<file path="config.mk">
export PLATFORM = sky130hd
export DESIGN_NAME = axi4_lite_master
export DESIGN_NICKNAME = d
export VERILOG_FILES = /design/src/rtl/axi4_lite_pkg.sv /design/src/rtl/axi4_lite_master_wdog.sv /design/src/rtl/axi4_lite_master.sv
export SDC_FILE = /design/constraint.sdc
export NUM_CORES = 1
export LEC_CHECK = 0
export BUFFER_PORTS_ARGS = -buffer_cell sky130_fd_sc_hd__buf_2
export CAP_MARGIN = 40
export CORE_MARGIN = 1.5
export CORE_UTILIZATION = 50
export CTS_CLUSTER_DIAMETER = 50
export DETAILED_ROUTE_END_ITERATION = 7
export GPL_TIMING_DRIVEN = 0
export PLACE_DENSITY = 0.92
export REMOVE_ABC_BUFFERS = 1
export SLEW_MARGIN = 15
export SYNTH_ARGS = -nofsm -noshare
export SYNTH_HDL_FRONTEND = slang
export SYNTH_SLANG_ARGS = --single-unit
</file>
<file path="constraint.sdc">
create_clock -name ACLK -period 12.3 [get_ports ACLK]
set_input_delay 2.46 -clock ACLK [delete_from_list [all_inputs] [get_ports ACLK]]
set_output_delay 2.46 -clock ACLK [all_outputs]
set_load 0.03 [all_outputs]
</file>
<file path="src/rtl/axi4_lite_pkg.sv">
// Shared AXI4-Lite definitions: response codes, master FSM state codes and default widths.
package axi4_lite_pkg;

  localparam int DEFAULT_ADDR_WIDTH     = 32;
  localparam int DEFAULT_DATA_WIDTH     = 32;
  localparam int DEFAULT_TIMEOUT_CYCLES = 1024;

  typedef enum logic [1:0] {
    RESP_OKAY   = 2'b00,
    RESP_EXOKAY = 2'b01,
    RESP_SLVERR = 2'b10,
    RESP_DECERR = 2'b11
  } axi_resp_e;

  // Master FSM encoding, kept as plain constants so older tooling can share it.
  localparam logic [2:0] ST_IDLE  = 3'd0;
  localparam logic [2:0] ST_WRITE = 3'd1;
  localparam logic [2:0] ST_WRESP = 3'd2;
  localparam logic [2:0] ST_RADDR = 3'd3;
  localparam logic [2:0] ST_RDATA = 3'd4;
  localparam logic [2:0] ST_RSP   = 3'd5;

endpackage

</file>
<file path="src/rtl/axi4_lite_master_wdog.sv">
// Transaction watchdog for axi4_lite_master: counts busy cycles and raises a sticky flag.
module axi4_lite_master_wdog #(
  parameter int TIMEOUT_CYCLES = 1024
) (
  input  logic ACLK,
  input  logic ARESET,
  input  logic clear,
  input  logic active,
  output logic timeout
);

  localparam int CW = $clog2(TIMEOUT_CYCLES) + 1;
  localparam logic [CW-1:0] LIMIT = CW'(TIMEOUT_CYCLES - 1);

  logic [CW-1:0] count_reg;

  // Counter saturates at LIMIT so a hung slave cannot wrap it back to zero.
  always_ff @(posedge ACLK or posedge ARESET) begin
    if (ARESET) begin
      count_reg <= '0;
      timeout   <= 1'b0;
    end else begin
      if (clear) begin
        count_reg <= '0;
      end else if (active && (count_reg != LIMIT)) begin
        count_reg <= count_reg + 1'b1;
      end
      if (active && !clear && (count_reg == LIMIT)) begin
        timeout <= 1'b1;
      end
    end
  end

endmodule

</file>
<file path="src/rtl/axi4_lite_master.sv">
// Single-outstanding AXI4-Lite master behind a valid/ready command/response port.
// Optional watchdog enabled by defining AXI4_LITE_MASTER_TIMEOUT_EN.
module axi4_lite_master
  import axi4_lite_pkg::*;
#(
  parameter int ADDRESS        = DEFAULT_ADDR_WIDTH,
  parameter int DATA_WIDTH     = DEFAULT_DATA_WIDTH,
  parameter int TIMEOUT_CYCLES = DEFAULT_TIMEOUT_CYCLES
) (
  input  logic                    ACLK,
  input  logic                    ARESET,
  input  logic                    CMD_VALID,
  output logic                    CMD_READY,
  input  logic                    CMD_WRITE,
  input  logic [ADDRESS-1:0]      CMD_ADDR,
  input  logic [DATA_WIDTH-1:0]   CMD_WDATA,
  input  logic [DATA_WIDTH/8-1:0] CMD_WSTRB,
  output logic                    RSP_VALID,
  input  logic                    RSP_READY,
  output logic [DATA_WIDTH-1:0]   RSP_RDATA,
  output logic [1:0]              RSP_RESP,
  output logic                    RSP_TIMEOUT,
  output logic [ADDRESS-1:0]      M_AWADDR,
  output logic                    M_AWVALID,
  input  logic                    M_AWREADY,
  output logic [DATA_WIDTH-1:0]   M_WDATA,
  output logic [DATA_WIDTH/8-1:0] M_WSTRB,
  output logic                    M_WVALID,
  input  logic                    M_WREADY,
  input  logic [1:0]              M_BRESP,
  input  logic                    M_BVALID,
  output logic                    M_BREADY,
  output logic [ADDRESS-1:0]      M_ARADDR,
  output logic                    M_ARVALID,
  input  logic                    M_ARREADY,
  input  logic [DATA_WIDTH-1:0]   M_RDATA,
  input  logic [1:0]              M_RRESP,
  input  logic                    M_RVALID,
  output logic                    M_RREADY
);

  localparam logic [ADDRESS-1:0] ADDR_ALIGN_MASK = {{(ADDRESS-2){1'b1}}, 2'b00};

  logic [2:0]         state_reg;
  logic               cmd_fire;
  logic               aw_done;
  logic               w_done;
  logic [ADDRESS-1:0] cmd_addr_aligned;

  assign cmd_fire         = CMD_VALID && CMD_READY;
  assign cmd_addr_aligned = CMD_ADDR & ADDR_ALIGN_MASK;
  // A channel is done once its VALID is gone or its handshake lands this cycle.
  assign aw_done          = !M_AWVALID || M_AWREADY;
  assign w_done           = !M_WVALID || M_WREADY;

  always_ff @(posedge ACLK or posedge ARESET) begin
    if (ARESET) begin
      state_reg <= ST_IDLE;
      CMD_READY <= 1'b1;
      RSP_VALID <= 1'b0;
      RSP_RDATA <= '0;
      RSP_RESP  <= RESP_OKAY;
      M_AWADDR  <= '0;
      M_AWVALID <= 1'b0;
      M_WDATA   <= '0;
      M_WSTRB   <= '0;
      M_WVALID  <= 1'b0;
      M_BREADY  <= 1'b0;
      M_ARADDR  <= '0;
      M_ARVALID <= 1'b0;
      M_RREADY  <= 1'b0;
    end else begin
      case (state_reg)
        ST_IDLE: begin
          if (cmd_fire) begin
            CMD_READY <= 1'b0;
            if (CMD_WRITE) begin
              M_AWADDR  <= cmd_addr_aligned;
              M_WDATA   <= CMD_WDATA;
              M_WSTRB   <= CMD_WSTRB;
              M_AWVALID <= 1'b1;
              M_WVALID  <= 1'b1;
              state_reg <= ST_WRITE;
            end else begin
              M_ARADDR  <= cmd_addr_aligned;
              M_ARVALID <= 1'b1;
              state_reg <= ST_RADDR;
            end
          end
        end
        ST_WRITE: begin
          if (M_AWVALID && M_AWREADY) M_AWVALID <= 1'b0;
          if (M_WVALID && M_WREADY)   M_WVALID  <= 1'b0;
          if (aw_done && w_done) begin
            M_BREADY  <= 1'b1;
            state_reg <= ST_WRESP;
          end
        end
        ST_WRESP: begin
          if (M_BVALID && M_BREADY) begin
            M_BREADY  <= 1'b0;
            RSP_RESP  <= M_BRESP;
            RSP_RDATA <= '0;
            RSP_VALID <= 1'b1;
            state_reg <= ST_RSP;
          end
        end
        ST_RADDR: begin
          if (M_ARREADY) begin
            M_ARVALID <= 1'b0;
            M_RREADY  <= 1'b1;
            state_reg <= ST_RDATA;
          end
        end
        ST_RDATA: begin
          if (M_RVALID && M_RREADY) begin
            M_RREADY  <= 1'b0;
            RSP_RDATA <= M_RDATA;
            RSP_RESP  <= M_RRESP;
            RSP_VALID <= 1'b1;
            state_reg <= ST_RSP;
          end
        end
        ST_RSP: begin
          if (RSP_READY) begin
            RSP_VALID <= 1'b0;
            CMD_READY <= 1'b1;
            state_reg <= ST_IDLE;
          end
        end
        default: begin
          state_reg <= ST_IDLE;
        end
      endcase
    end
  end

`ifdef AXI4_LITE_MASTER_TIMEOUT_EN
  logic wdog_active;

  // The response phase waits on our own client, not the slave, so it is not timed.
  assign wdog_active = (state_reg != ST_IDLE) && (state_reg != ST_RSP);

  axi4_lite_master_wdog #(
    .TIMEOUT_CYCLES(TIMEOUT_CYCLES)
  ) u_wdog (
    .ACLK   (ACLK),
    .ARESET (ARESET),
    .clear  (cmd_fire),
    .active (wdog_active),
    .timeout(RSP_TIMEOUT)
  );
`else
  assign RSP_TIMEOUT = 1'b0 & (TIMEOUT_CYCLES != 0);
`endif

endmodule
</file>
==> impl_metrics.ini <==
[route]
wire_per_inst_um = 17.5
drt_iter0_markers = 236
vias = 3932
firstDrtPassIters = 4
vias_per_cell = 5.18
routed_wirelength_um = 13300
postRouteAntennaNets = 0
drc = 0

[setup_path]
timing.reg2reg.worst_path_depth = 3
cp_slowest_cell = dfstp_2
cp_num_cells = 1
crit_buf_inv = 1
cp.arrival_ns = 1.31
critPathMaxStageDelay_ns = 0.57
crit_fanout = 5
cp_top_family = flip-flops
worstPathCellList = buf_2
cp.required_ns = 9.84
startpoint_type = flip-flop
endpoint_kind = primary output
critical_path_class = flip-flop to primary output

[synthesis]
synth.most_common_cell = dfrtp_1
avgSynthCellArea_um2 = 15.3
ys_ff_latch = 140
syn_area_mm2 = 0.00547
ys_types = 32
synth_cells = 357
ys_warn_count = 0
ys.flop_type = dfrtp_1
async_flop_share_pct = 100
synth_area_leaders = dfrtp_1 (64%), mux2_2 (16%), a22o_1 (5.4%), mux2_4 (4.9%), buf_2 (1.1%)
synth_commonest_cells = dfrtp_1 (139), mux2_2 (78), a22o_1 (34)
synth_largest_area_cell = dfrtp_1
synth-edff-count = 0
synth_top_area_share_pct = 63.6
seq_area_frac_synth_pct = 64.1

[placed_design]
portBuffers = 248
hpwl_um = 9360
place.gp.congestion = 0.874
pre_cts_ws_ns = 8.07
placed_cell_area_mm2 = 0.00683

[floorplanning]
coreArea_mm2 = 0.0107
io_pins = 256
die_x_um = 108
start_util_pct = 50.9
rows = 38
dieArea_mm2 = 0.0116
die_h_um = 108

[finish]
fin_area_mm2 = 0.00748
multiInputGateArea_mm2 = 0.00180
largest_registers = M_WDATA (32), RSP_RDATA (32)
antenna_cells = 0
nFillCells = 733
area_delta_synth_final_pct = 36.8
nets = 720
seq_area_mm2 = 0.00350
final_layout_size_suffix_gt1_share_pct = 62.5

[sta]
skew_ns = 0.00549
report.final.slew_viol_count = 0
fin_crit_ns = 3.77
setup_viol = 0
fmax_mhz = 265
rsz0062_at_grt = no
max_slew.worst_pin.slew_ns = 0.820
layout_setup_ws_ns = 8.53
fin_tns_setup_ns = 0
hold_viol = 0
post-route-period-util_pct = 30.7
slew_headroom_pct = 45.4

[global_routing]
grt_max_degree = 85
grt_pass1_vias = 4099
grtUsageTotal_pct = 24.0
grt_remaining_overflow = 0
grt_pass1_wl_um = 20600
antenna_found_initial = 0

[clock_tree]
cts_max_level = 4
cts-resized-gates = 0
clkLatencyLatePin_ns = 0.53
cts_max_path_buffers = 2
cts_hold_buf = 0
cts_root_buffer = clkbuf_8
cts_buffers = 17
cts.clk_slew.worst_paths_ns = 0.06
postCtsSetupRepairBufs = 0
cts.sinks = 140
cts_tree = yes

[pwr]
cellPowerDensity_mw_per_mm2 = 141
irDropWorstVdd_mv = 0.0926
total_leakage_power_nw = 4.41

[hold_path]
hold_path.class = flip-flop to flip-flop
whs_path_depth = 1

[job]
max_cap_violations = 0

[status]
status = finished, final reports clean
cell usage in the layout, fill, tap and decap left out, types with 3 or more instances in the layout:
master | synthesis | routed
nor2_1 | 6 | 6
a22o_1 | 34 | 34
mux2_1 | 5 | 5
clkbuf_8 | 0 | 5
inv_1 | 6 | 5
clkinv_2 | 0 | 3
nand2_1 | 9 | 9
dfrtp_1 | 139 | 139
mux2_4 | 18 | 18
mux2_2 | 78 | 78
clkbuf_16 | 0 | 16
bufinv_16 | 0 | 5
buf_2 | 12 | 248
clkinvlp_4 | 0 | 3
conb_1 | 1 | 5
o21ai_0 | 6 | 6
a21oi_1 | 7 | 7
layout make-up:
type	count	share of cell area, %
clock inverter	11	2.51
tap	140	2.34
timing repair buffer	253	17.6
clock buffer	21	6.27
inverter	6	0.368
multi-input combinational	188	24.0
sequential	140	46.8
worst paths after layout:
check	from	slack (ns)	endpoint
max	CMD_READY	8.53	CMD_READY
min	M_ARADDR[22]	0.48	M_ARADDR[22]
max reg2reg	state_reg[0]	9.99	M_ARADDR[13]
min reg2reg	M_ARADDR[22]	0.48	M_ARADDR[22]
max in group asynchronous	ARESET	9.56	M_ARADDR[14]
min in group asynchronous	ARESET	1.97	M_WDATA[12]
stage by stage:
stage / power, mW / hold slack [ns] / std cells / utilization [%]
floorplan: 0.479 / 0.593 / 334 / -
global placement: 0.499 / 0.456 / 722 / 62.6
detailed placement: 0.502 / 0.471 / 727 / 63.5
CTS: 1.06 / 0.484 / 759 / 69.6
global route: 1.09 / 0.506 / 759 / 69.6
finish: 1.05 / 0.484 / 759 / 69.6
power breakdown:
part,switching (mW),total (mW),internal [mW]
sequential,0,0.461,0.461
combinational,0.0186,0.0328,0.0142
clock,0.188,0.559,0.370
total,0.207,1.05,0.845
routing by layer:
metal | vias to the layer above | GRT usage [%] | share of wire [%]
li1 | 1778 | - | -
met2 | 188 | 42.0 | 53
met5 | - | 0 | 0
met3 | 19 | 8.41 | 7.9
met1 | 1947 | 26.8 | 38
met4 | 0 | 9.40 | 1.9
logic make-up (layout without fill, tap and decap cells):
logic type | after synthesis | in the layout | share of synthesized area, %
flip-flops | 140 | 140 | 64.1
multiplexers | 101 | 101 | 22.0
AO/OA/AOI/OAI | 54 | 54 | 7.57
buffers and inverters | 33 | 291 | 3.50
AND/OR/NAND/NOR | 28 | 28 | 2.75
other | 1 | 5 | 0.0686
No activity file was read; power rests on OpenSTA's default activity.
